File: src/rtl/gate_exerciser_pkg.sv
// gate_exerciser_pkg: shared types and constants for the gate exerciser.
//   state_t   - exerciser FSM states
//   *_B       - bit positions of each gate output inside the 7-bit response
//   EXP_TABLE - golden response for each {a,b} input combination
package gate_exerciser_pkg;

  localparam int unsigned RESP_W = 7;

  localparam int unsigned AND_B  = 6;
  localparam int unsigned OR_B   = 5;
  localparam int unsigned NOTA_B = 4;
  localparam int unsigned NAND_B = 3;
  localparam int unsigned NOR_B  = 2;
  localparam int unsigned XOR_B  = 1;
  localparam int unsigned XNOR_B = 0;

  typedef enum logic [2:0] {
    ST_IDLE,
    ST_DRIVE,
    ST_SETTLE,
    ST_CHECK,
    ST_DONE
  } state_t;

  // Indexed by {a,b}: entry 0 is a=0,b=0.
  localparam logic [3:0][RESP_W-1:0] EXP_TABLE = {7'h61, 7'h2A, 7'h3A, 7'h1D};

endpackage

File: src/rtl/gate_ref_model.sv
// gate_ref_model: combinational golden model of the two-input gate block.
// Ports:
//   a, b     - in  : stimulus inputs
//   expected - out : 7-bit expected response [6]and .. [0]xnor
module gate_ref_model
  import gate_exerciser_pkg::*;
(
  input  logic              a,
  input  logic              b,
  output logic [RESP_W-1:0] expected
);

  assign expected = EXP_TABLE[{a, b}];

endmodule

File: src/rtl/gate_exerciser.sv
// gate_exerciser: sweeps a/b through all four combinations, waits a settle
// time, samples the gate block response and checks it against the golden
// model, accumulating a sticky per-gate error mask and a saturating count.
// Optional macro GATE_EXERCISER_FIRST_FAIL_EN adds first_fail_vec and
// first_fail_resp capturing the first failing check of a run.
// Ports:
//   clk, rst_n      - clock (rising edge), async active-low reset
//   start           - run request, honoured in IDLE or DONE
//   a_out, b_out    - stimulus to the gate block
//   resp            - gate block response [6]and .. [0]xnor
//   busy, done      - run in progress / run complete
//   pass            - no mismatch in the completed run
//   fail_mask       - sticky OR of mismatch bits
//   err_count       - saturating count of failing vectors
module gate_exerciser
  import gate_exerciser_pkg::*;
#(
  parameter int unsigned SETTLE_CYCLES = 2,
  parameter int unsigned LOOPS         = 1,
  parameter int unsigned ERR_W         = 4
) (
  input  logic              clk,
  input  logic              rst_n,
  input  logic              start,
  output logic              a_out,
  output logic              b_out,
  input  logic [RESP_W-1:0] resp,
  output logic              busy,
  output logic              done,
  output logic              pass,
  output logic [RESP_W-1:0] fail_mask,
  output logic [ERR_W-1:0]  err_count
`ifdef GATE_EXERCISER_FIRST_FAIL_EN
  ,
  output logic [1:0]        first_fail_vec,
  output logic [RESP_W-1:0] first_fail_resp
`endif
);

  localparam int unsigned LOOP_W   = (LOOPS > 1) ? $clog2(LOOPS) : 1;
  localparam int unsigned SET_LOAD = (SETTLE_CYCLES > 0) ? SETTLE_CYCLES - 1 : 0;
  localparam int unsigned SET_W    = (SET_LOAD > 1) ? $clog2(SET_LOAD + 1) : 1;

  localparam logic [LOOP_W-1:0] LOOP_LAST = LOOP_W'(LOOPS - 1);
  localparam logic [ERR_W-1:0]  ERR_MAX   = '1;

  state_t              state, state_nxt;
  logic [1:0]          vec;
  logic [LOOP_W-1:0]   loop;
  logic [SET_W-1:0]    settle_cnt;
  logic [RESP_W-1:0]   expected_c;
  logic [RESP_W-1:0]   mism_c;
  logic                last_vec_c;
  logic                start_ok_c;

  gate_ref_model u_ref (
    .a        (vec[1]),
    .b        (vec[0]),
    .expected (expected_c)
  );

  assign mism_c     = resp ^ expected_c;
  assign last_vec_c = (vec == 2'd3) && (loop == LOOP_LAST);
  assign start_ok_c = start && ((state == ST_IDLE) || (state == ST_DONE));

  // State register.
  always_ff @(posedge clk or negedge rst_n) begin
    if (!rst_n) state <= ST_IDLE;
    else        state <= state_nxt;
  end

  // Next-state logic.
  always_comb begin
    state_nxt = state;
    case (state)
      ST_IDLE, ST_DONE: if (start) state_nxt = ST_DRIVE;
      ST_DRIVE:         state_nxt = (SETTLE_CYCLES == 0) ? ST_CHECK : ST_SETTLE;
      ST_SETTLE:        if (settle_cnt == '0) state_nxt = ST_CHECK;
      ST_CHECK:         state_nxt = last_vec_c ? ST_DONE : ST_DRIVE;
      default:          state_nxt = ST_IDLE;
    endcase
  end

  // Registered status outputs, derived from the upcoming state.
  always_ff @(posedge clk or negedge rst_n) begin
    if (!rst_n) begin
      busy <= 1'b0;
      done <= 1'b0;
    end else begin
      busy <= (state_nxt == ST_DRIVE) || (state_nxt == ST_SETTLE) ||
              (state_nxt == ST_CHECK);
      done <= (state_nxt == ST_DONE);
    end
  end

  // Sweep counters, stimulus and result accumulation.
  always_ff @(posedge clk or negedge rst_n) begin
    if (!rst_n) begin
      vec        <= 2'd0;
      loop       <= '0;
      settle_cnt <= '0;
      a_out      <= 1'b0;
      b_out      <= 1'b0;
      pass       <= 1'b0;
      fail_mask  <= '0;
      err_count  <= '0;
    end else begin
      case (state)
        ST_IDLE, ST_DONE: begin
          if (start) begin
            vec       <= 2'd0;
            loop      <= '0;
            pass      <= 1'b0;
            fail_mask <= '0;
            err_count <= '0;
          end
        end
        ST_DRIVE: begin
          a_out      <= vec[1];
          b_out      <= vec[0];
          settle_cnt <= SET_W'(SET_LOAD);
        end
        ST_SETTLE: begin
          if (settle_cnt != '0) settle_cnt <= settle_cnt - SET_W'(1);
        end
        ST_CHECK: begin
          fail_mask <= fail_mask | mism_c;
          if ((mism_c != '0) && (err_count != ERR_MAX))
            err_count <= err_count + ERR_W'(1);
          if (last_vec_c) begin
            pass <= ((fail_mask | mism_c) == '0);
          end else begin
            // vec wraps 3 -> 0 on its own when a new loop begins.
            vec <= vec + 2'd1;
            if (vec == 2'd3) loop <= loop + LOOP_W'(1);
          end
        end
        default: ;
      endcase
    end
  end

`ifdef GATE_EXERCISER_FIRST_FAIL_EN
  // err_count still zero means this is the first failing check of the run.
  always_ff @(posedge clk or negedge rst_n) begin
    if (!rst_n) begin
      first_fail_vec  <= 2'd0;
      first_fail_resp <= '0;
    end else if (start_ok_c) begin
      first_fail_vec  <= 2'd0;
      first_fail_resp <= '0;
    end else if ((state == ST_CHECK) && (mism_c != '0) && (err_count == '0)) begin
      first_fail_vec  <= vec;
      first_fail_resp <= resp;
    end
  end
`else
  logic unused_start_ok;
  assign unused_start_ok = start_ok_c;
`endif

endmodule

File: config.mk
export PLATFORM = sky130hd
export DESIGN_NAME = gate_exerciser
export DESIGN_NICKNAME = d
export VERILOG_FILES = /design/src/rtl/gate_exerciser_pkg.sv /design/src/rtl/gate_ref_model.sv /design/src/rtl/gate_exerciser.sv
export SDC_FILE = /design/constraint.sdc
export NUM_CORES = 1
export LEC_CHECK = 0
export BUFFER_PORTS_ARGS = -buffer_cell sky130_fd_sc_hd__buf_2
export CORE_ASPECT_RATIO = 1.75
export CORE_MARGIN = 4
export CORE_UTILIZATION = 40
export DETAILED_ROUTE_END_ITERATION = 10
export PLACE_DENSITY_LB_ADDON = 0.3
export SYNTH_ARGS = -nofsm -noshare
export SYNTH_HDL_FRONTEND = slang
export SYNTH_SLANG_ARGS = --single-unit
File: constraint.sdc
create_clock -name clk -period 3.2 [get_ports clk]
set_clock_uncertainty 0.15 [all_clocks]
set_input_delay 0.64 -clock clk [delete_from_list [all_inputs] [get_ports clk]]
set_output_delay 0.64 -clock clk [all_outputs]
set_load 0.03 [all_outputs]
# Yosys cells after proc, flatten, opt, wreduce, memory -nomap -nowiden
# Index checks and enable logic that the tools add are counted.
# totals
n_memories	0
elab_cells	71
romBits	0
output_inout_bits	16
mem_bits_rw	0
latch_bits	0
input_bits	10
reg_bits	23
# classes
add_sub_neg	4
shifts	0
bitwise	3
n_reduce_logical	15
mux	22
order_cmp	1
div	0
eq_ne	15
multipliers	0
# ops
op	n
$bmux 7 s2	1
$mux 7	2
$pmux 7 s2	1
$eq 3x2->1 const B	4
$pmux 3 s4	1
$ne 2x2->1 const B	5
$mux 3	3
$reduce_and 3->1	3
$mux 4	2
$pmux 4 s2	1
$logic_not 7->1	1
$or 7x7->7	1
$reduce_bool 7->1	1
$xor 7x7->7	1
$eq 3x1->1 const B	2
$eq 3x3->1 const B	2
$pmux 1 s2	3
$mux 1	5
$add 4x1->4 const B	1
$mux 2	2
$ne 4x4->1 const B	1
$pmux 2 s2	1
$reduce_and 4->1	1
$reduce_bool 2->1	2
11 further kinds	13

# Depth between registers and ports, before layout
# Gate-level depths: netlist (run 1).
# depth
word_depth	7
depth_mapped	7
depth_no_buf	6

# Cells and area by module
# From an unflattened synthesis (run 1), not the netlist that was laid out.
# hier_totals
cells_unflattened	116
hier_area_um2	1152.4
# modules_own_cells
module	instances	seq_area_each_um2	cells_per_inst	area_each_um2
gate_exerciser	1	575.6	107	1083.5
gate_ref_model	1	0.0	9	68.8

# Least setup slack after synthesis (run 1)
# OpenSTA, ideal clock, no wires.
# synth_path
path_kind	register -> register
from	reg vec[0]
to	reg err_count[0]
synth_period_minus_slack_ns	2.240
arrival_time_ns	1.947
setup_time_ns	0.143
slack_ns	0.960
n_path_buf	0
stages_incl_launch_ff	7
required_ns	2.907
cell_sequence	dfrtp_1 inv_1 ha_1 or3b_4 a2111oi_4 a21oi_1 mux2i_1
# synth_between
elab_chain_cells	7
# synth_lines
item	line_no	text
start, declared	gate_exerciser.sv:48	logic [1:0] vec;
start signal, assigned	gate_exerciser.sv:134	vec <= vec + 2'd1;
$bmux 7 s2	gate_ref_model.sv:13	assign expected = EXP_TABLE[{a, b}];
$mux 7 (not written as such)	gate_ref_model.sv:13	
$xor 7x7->7	gate_exerciser.sv:62	assign mism_c = resp ^ expected_c;
$reduce_bool 7->1	gate_exerciser.sv:128	if ((mism_c != '0) && (err_count != ERR_MAX))
$logic_and 1x1->1	gate_exerciser.sv:128	
$ne 2x2->1 (no line)	-	
$reduce_and 3->1 (no line)	-	
end signal, assigned	gate_exerciser.sv:129	err_count <= err_count + ERR_W'(1);
end, declared	gate_exerciser.sv:32	output logic [ERR_W-1:0] err_count
# No other way between the ends. The select of a mux whose other input is x is not followed.
# A chain may end at the register's enable or synchronous reset.

# Final worst setup path (run 1)
# layout_path
from	reg vec[0]
to	reg err_count[3]
# Same word-level chain as after synthesis.

==> results of run 1 <==
## flip-flops by register name, summed over array words and instances (netlist names), 2 cells and up
| name | count |
|---|---|
| state | 3 |
| vec | 2 |
| err_count | 4 |
| fail_mask | 7 |
## synth_stat cells (all sizes together)
cell type / count
dfrtp: 23
a21oi: 11
a211oi: 2
clkbuf: 5
nand3b: 1
o31ai: 2
o41ai: 2
and2: 2
nand2: 12
mux2: 2
nand2b: 1
nor4: 1
ha: 5
inv: 6
nand3: 3
mux2i: 3
xor2: 3
or3: 1
o21ai: 5
nor2: 12
nand4: 1
xnor2: 5
or3b: 1
a2111oi: 1
a21o: 2
nor3: 2
nor2b: 2
and3b: 1
## worst paths after layout
kind,startpoint,endpoint,slack (ns),cells past startpoint
worst max register to register,vec[0],err_count[3],0.74,6
worst min-delay path,rst_n,err_count[2],0.18,1
worst max-delay path,vec[0],err_count[3],0.74,6
min in group clk,loop,loop,0.36,2
max in group asynchronous,rst_n,vec[1],2.38,1
worst min register to register,loop,loop,0.36,2
## layer usage
metal / GRT usage / routed length, µm / vias up
li1: - / - / 447
met1: 0.156 / 990 / 448
met2: 0.250 / 1360 / 25
met3: 0.0243 / 91 / 5
met4: 0.0701 / 52 / 0
met5: 0 / 0 / -
## worst max-delay path: cells and delay by family, from the launching register on
family	cells	cell delay, ns
simple gates	1	0.43
compound gates	3	0.88
buf+inv	1	0.10
fa+ha+maj	1	0.38
flops	1	0.44
## cell families after synthesis
group	count (synthesis)	share of synthesized area
and+or+nand+nor	40	0.165
adders and majority gates	5	0.0537
buffers and inverters	11	0.0354
muxes	5	0.0451
DFF	23	0.494
xor gates and xnor gates	8	0.0602
AOI/OAI and AO/OA	25	0.146
## power by group
part           leakage, µW  switching, µW  internal (µW)
clock            0.0000255           94.2           87.0
combinational     0.000335            440            239
sequential        0.000294            104            402
## layout make-up
cell class	count	area, µm²	share of cell area
repair buffers	25	125	0.0926
clock inverters	1	5.00	0.00370
flip-flops and latches	23	576	0.426
clock buffers	3	41.3	0.0306
multi-input cells	83	548	0.406
inverters	6	22.5	0.0167
well taps	27	33.8	0.0250
## metrics by stage
step	std cells	setup slack, ns
CTS	168	0.705
global placement	164	0.853
detailed placement	164	0.714
global route	168	0.550
floorplan	117	0.960
finish	168	0.736
==> results.md, run 1 <==
- Status: complete, no violations
- Maximum fanout along the worst path: 6
- Setup_tns: 0 ns
- Root Buffer: clkbuf_8
- Pwr per Cell Area: 1010 nW/µm²
- CTS resizes: 0
- Post-route cell area: 1350 µm²
- Die area: 3870 µm²
- Initial Utilization: 0.423
- Number of global-route vias before repair: 977
- Yosys reg bits: 23
- Mapped Avg Cell Area: 9.96 µm²
- Via/cell ratio: 5.51
- Total GRT Usage: 0.140
- CP endpoint kind: register
- Worst vdd ir: 0.000608 V
- F_max: 0.406 GHz
- Core area: 2750 µm²
- Synth warn: 0
- RePlAce Congestion: 0.862
- Placed Area: 1310 µm²
- # diodes: 0
- WL/cell: 14.8 µm
- Postcts setup bufs: 0
- Ports: 26
- CP Launch Type: register
- DR iter-0 viols: 26
- Utilization after layout: 0.491
- Total power: 1370 µW
- Layout cells sized above 1: 0.234
- Cell mode on critical path: a211oi_1
- Remaining DRCs: 0
- Final period utilization: 0.770
- Total Routed Length: 2.49 mm
- Overflow after GRT: 0
- Seq/Total Area, Yosys: 0.494
- Antenna violations before repair: 0
- CP max stage delay: 0.49 ns
- Synth area leaders: dfrtp_1 49%, ha_1 5.4%, a21oi_1 4.7%, nand2_1 3.9%, nor2_1 3.9%
- Filler cells: 277
- Count of final hold-check violations: 0
- Slew @ Worst Pin: 0.528 ns
- CP Cell Sequence: inv_1 > ha_1 > or3b_4 > a2111oi_4 > a211oi_1 > a211oi_1
- Top cell type's share of synthesized area: 0.494
- Htree depth: 1
- Syn nets: 132
- Skew-Pair Late Insertion Delay: 0.27 ns
- WP data required: 3.22 ns
- Die height: 79.4 µm
- Lkg Pwr: 0.000655 µW
- TritonRoute pass-1 iters: 4
- # nets final: 157
- Cell taking the most area after synthesis: dfrtp_1
- Max Slew Vio Count: 0
- Max-cap violations: 0
- Clock sink count: 23
- Most common cell after layout, fill and taps aside: buf_2
- Post-route ant nets: 0
- First-pass GRT wire length: 4.28 mm
- Row count: 25
- Synth cell types: 28
- CTS tree: built
- CTS hold repair buffers: 0
- CP max stage cell: a2111oi_4
- Kind of critical path: register to register
- Clock Pin Slew Worst Setup and Hold Paths: 0.08 ns
- Relative slew margins: 0.648
- Die W: 48.8 µm
- Endpoints failing setup: 0
- Data arrival time of the worst path: 2.49 ns
- Most frequent cells in the layout: 25 x buf_2, 23 x dfrtp_1, 12 x nor2_1, 12 x nand2_1, 11 x a21oi_1
- Clk buf depth: 2
- Detailed placer's ending HPWL: 1.93 mm
- Unrepaired setup endpoints after global routing: false
- Num CTS Buffers: 3
- Hold slack: 0.180 ns
- Port Buf Inserts: 25
- Final min period: 2.46 ns
- Largest net degree at the start of global routing: 24
- DR vias: 925
- Synthesized area: 1160 µm²
- Area added between synthesis and finish: 16.0%
- Synth Instances: 117
- Worst Hold Class: input port to async pin
No activity file was read; power rests on OpenSTA's default activity.
==> run 2: changes to the inputs <==
--- a/config.mk
+++ b/config.mk
@@ -5,6 +5,7 @@
 export SDC_FILE = /design/constraint.sdc
 export NUM_CORES = 1
 export LEC_CHECK = 0
+export ABC_AREA = 1
 export BUFFER_PORTS_ARGS = -buffer_cell sky130_fd_sc_hd__buf_2
 export CORE_ASPECT_RATIO = 1.75
 export CORE_MARGIN = 4
==> constraint.sdc (replaced) <==
create_clock -name clk -period 2.3 [get_ports clk]
set_clock_uncertainty 0.15 [all_clocks]
set_input_delay 0.46 -clock clk [delete_from_list [all_inputs] [get_ports clk]]
set_output_delay 0.46 -clock clk [all_outputs]
set_load 0.03 [all_outputs]
==> run 2 against run 1 <==
Against the previous run:
- register-to-register slack lost 0.35 ns
- die area grew 2.7%
- global-route usage grew 1.3 points
- critical endpoint is now err_count[2]
==> results.md, run 2 <==
- Power share of the combinational group: 0.491
- First-pass GRT wire length: 4.69 mm
- CTS hold repair buffers: 0
- Synth Instances: 154
- Cell mode on critical path: nand2_1
- Sw Ratio: 0.479
- Initial Utilization: 0.415
- EDFF count, synth: 0
- Largest net degree at the start of global routing: 24
- Worst vdd ir: 0.000630 V
- Overflow after GRT: 0
- CP Buf/Inv Count: 2
- Post-synth top flop: dfrtp_1
- Final min period: 1.91 ns
- Seq/Total Area, Yosys: 0.479
- Total GRT Usage: 0.153
- Maximum fanout along the worst path: 5
- Area added between synthesis and finish: 17.2%
- CTS resizes: 0
- Internal power: 904 µW
- TritonRoute pass-1 iters: 4
- Final period utilization: 0.830
- Max Slew Vio Count: 0
- Count leader, synth: nand2_1
- Syn nets: 169
- Antenna violations before repair: 0
- Via/cell ratio: 5.16
- Postcts setup bufs: 0
- Post-route ant nets: 0
- Clock Pin Slew Worst Setup and Hold Paths: 0.08 ns
- Utilization after layout: 0.486
- WL/cell: 12.9 µm
- Relative slew margins: 0.656
- Number of global-route vias before repair: 1107
- R2r endpoint: err_count[2]
- R2R Setup Slk: 0.39 ns
- Detailed placer's ending HPWL: 2.15 mm
- Top cell family by delay on the critical path: simple AND/OR/NAND/NOR gates
- Pre-CTS setup slack: 0.404 ns
- Core area: 2900 µm²
- CP max stage delay: 0.43 ns
- Slew @ Worst Pin: 0.516 ns
- Sequential share of power: 0.365
- Layout cells sized above 1: 0.191
- Hold slack: 0.00971 ns
- Root Buffer: clkbuf_8
- Largest Register: fail_mask
- Top flop regs: fail_mask: 7 flops, err_count: 4 flops, state: 3 flops
- # nets final: 199
- Clk network pwr share: 0.144
- CP Launch Type: register
- Ports: 26
- Slack of the critical path: 0.390 ns
- Synth cell types: 17
- Status: complete, no violations
- Pwr per Cell Area: 1230 nW/µm²
- CTS tree: built
- Synth area leaders: dfrtp_1 48%, nand2_1 16%, inv_1 6.6%, ha_1 5.2%, nor2_1 4.7%
- Port Buf Inserts: 25
- DR iter-0 viols: 19
- Lkg Pwr: 0.000816 µW
- Max reg flops: 7
- Ys async rst share: 1.00
- Clk buf depth: 2
- Total Routed Length: 2.72 mm
- RePlAce Congestion: 0.847
- Unrepaired setup endpoints after global routing: false
- Placed Cells: 207
- Top cell type's share of synthesized area: 0.479
- Htree depth: 1
- Yosys reg bits: 23
- Die area: 3980 µm²
- Clock sink count: 23
- Most frequent cells in the layout: 51 x nand2_1, 25 x buf_2, 23 x dfrtp_1
- Row count: 26
- Num CTS Buffers: 3
- WP data required: 2.35 ns
- DR vias: 1089
- Most common cell after layout, fill and taps aside: nand2_1
- Setup_tns: 0 ns
- Count of final hold-check violations: 0
- CP Cell Sequence: inv_1 > ha_1 > inv_1 > nand2_1 > nand2_1 > nand2_1 > nor2_1 > nand2_1 > nand2_1 > nand2_2 > nand2_2 > nand2_1 > nand2_1
- Die W: 49.4 µm
- Filler cells: 289
- Synthesized area: 1200 µm²
- # diodes: 0
- Max-cap violations: 0
- Worst reg2reg path startpoint: vec[0]
- Die height: 80.5 µm
- Kind of critical path: register to register
- CP endpoint kind: register
- F_max: 0.524 GHz
- CP max stage cell: dfrtp_1
- Cell taking the most area after synthesis: dfrtp_1
- Remaining DRCs: 0
- Commonest cells post-synth: 51 x nand2_1, 23 x dfrtp_1, 21 x inv_1, 15 x nor2_1, 10 x a21oi_1
- Mapped Avg Cell Area: 7.80 µm²
- Data arrival time of the worst path: 1.96 ns
- Synth warn: 0
- Skew-Pair Late Insertion Delay: 0.26 ns
- Endpoints failing setup: 0
- R2R cell count: 13
- NetSw: 831 µW
- Fin cells: 211
- Worst Hold Class: input port to async pin
[run 2: final cells by class]
type / count / area [µm²] / share of cell area
clock buffer: 3 / 41.3 / 0.0293
timing repair buffer: 25 / 125 / 0.0889
inverter: 22 / 87.6 / 0.0622
tap: 28 / 35.0 / 0.0249
clock inverter: 1 / 5.00 / 0.00356
sequential: 23 / 576 / 0.409
multi-input combinational: 109 / 538 / 0.382
[run 2: worst max path at each step]
stage                      start  slack (ns)      endpoint  cells after the start
after detailed placement  vec[0]        0.40  err_count[2]                     13
final                     vec[0]        0.39  err_count[2]                     13
after CTS                 vec[0]        0.39  err_count[2]                     13
after global routing      vec[1]        0.14  err_count[2]                     13
after floorplan           vec[0]        0.63  err_count[0]                     13
after global placement    vec[0]        0.52  err_count[2]                     13
[run 2: logic make-up (layout without fill, tap and decap cells)]
kind of cell,count (synthesis),after routing,synth area share
compound gates,19,19,0.0792
simple gates,83,83,0.302
fa+ha+maj,5,5,0.0521
buf+inv,22,51,0.0729
flops,23,23,0.479
xor+xnor,2,2,0.0146
[run 2: power groups by stage]
stage	clock network, µW	logic (µW)	registers (µW)
final	249	852	634
after global routing	278	958	652
after CTS	256	860	634
after detailed placement	0	852	642
after global placement	0	832	636
after floorplan	0	463	787
[run 2: per-stage QoR]
stage | instance area [µm²] | total power [µW]
floorplan | 1200 | 1250
global route | 1410 | 1890
finish | 1410 | 1740
CTS | 1410 | 1750
detailed placement | 1360 | 1490
global placement | 1360 | 1470
[run 2: worst reg2reg max path, cell delays in order, from the launching register on]
cell and delay, ns:
dfrtp_1 0.43, inv_1 0.09, ha_1 0.33, inv_1 0.10
nand2_1 0.07, nand2_1 0.06, nand2_1 0.04, nor2_1 0.09
nand2_1 0.07, nand2_1 0.07, nand2_2 0.08, nand2_2 0.10
nand2_1 0.07, nand2_1 0.08
[run 2: metal layers]
layer,global-route usage,routed length (µm),vias up
li1,-,-,539
met1,0.158,1010,519
met2,0.296,1540,27
met3,0.0278,141,4
met4,0.0609,27,0
met5,0,0,-
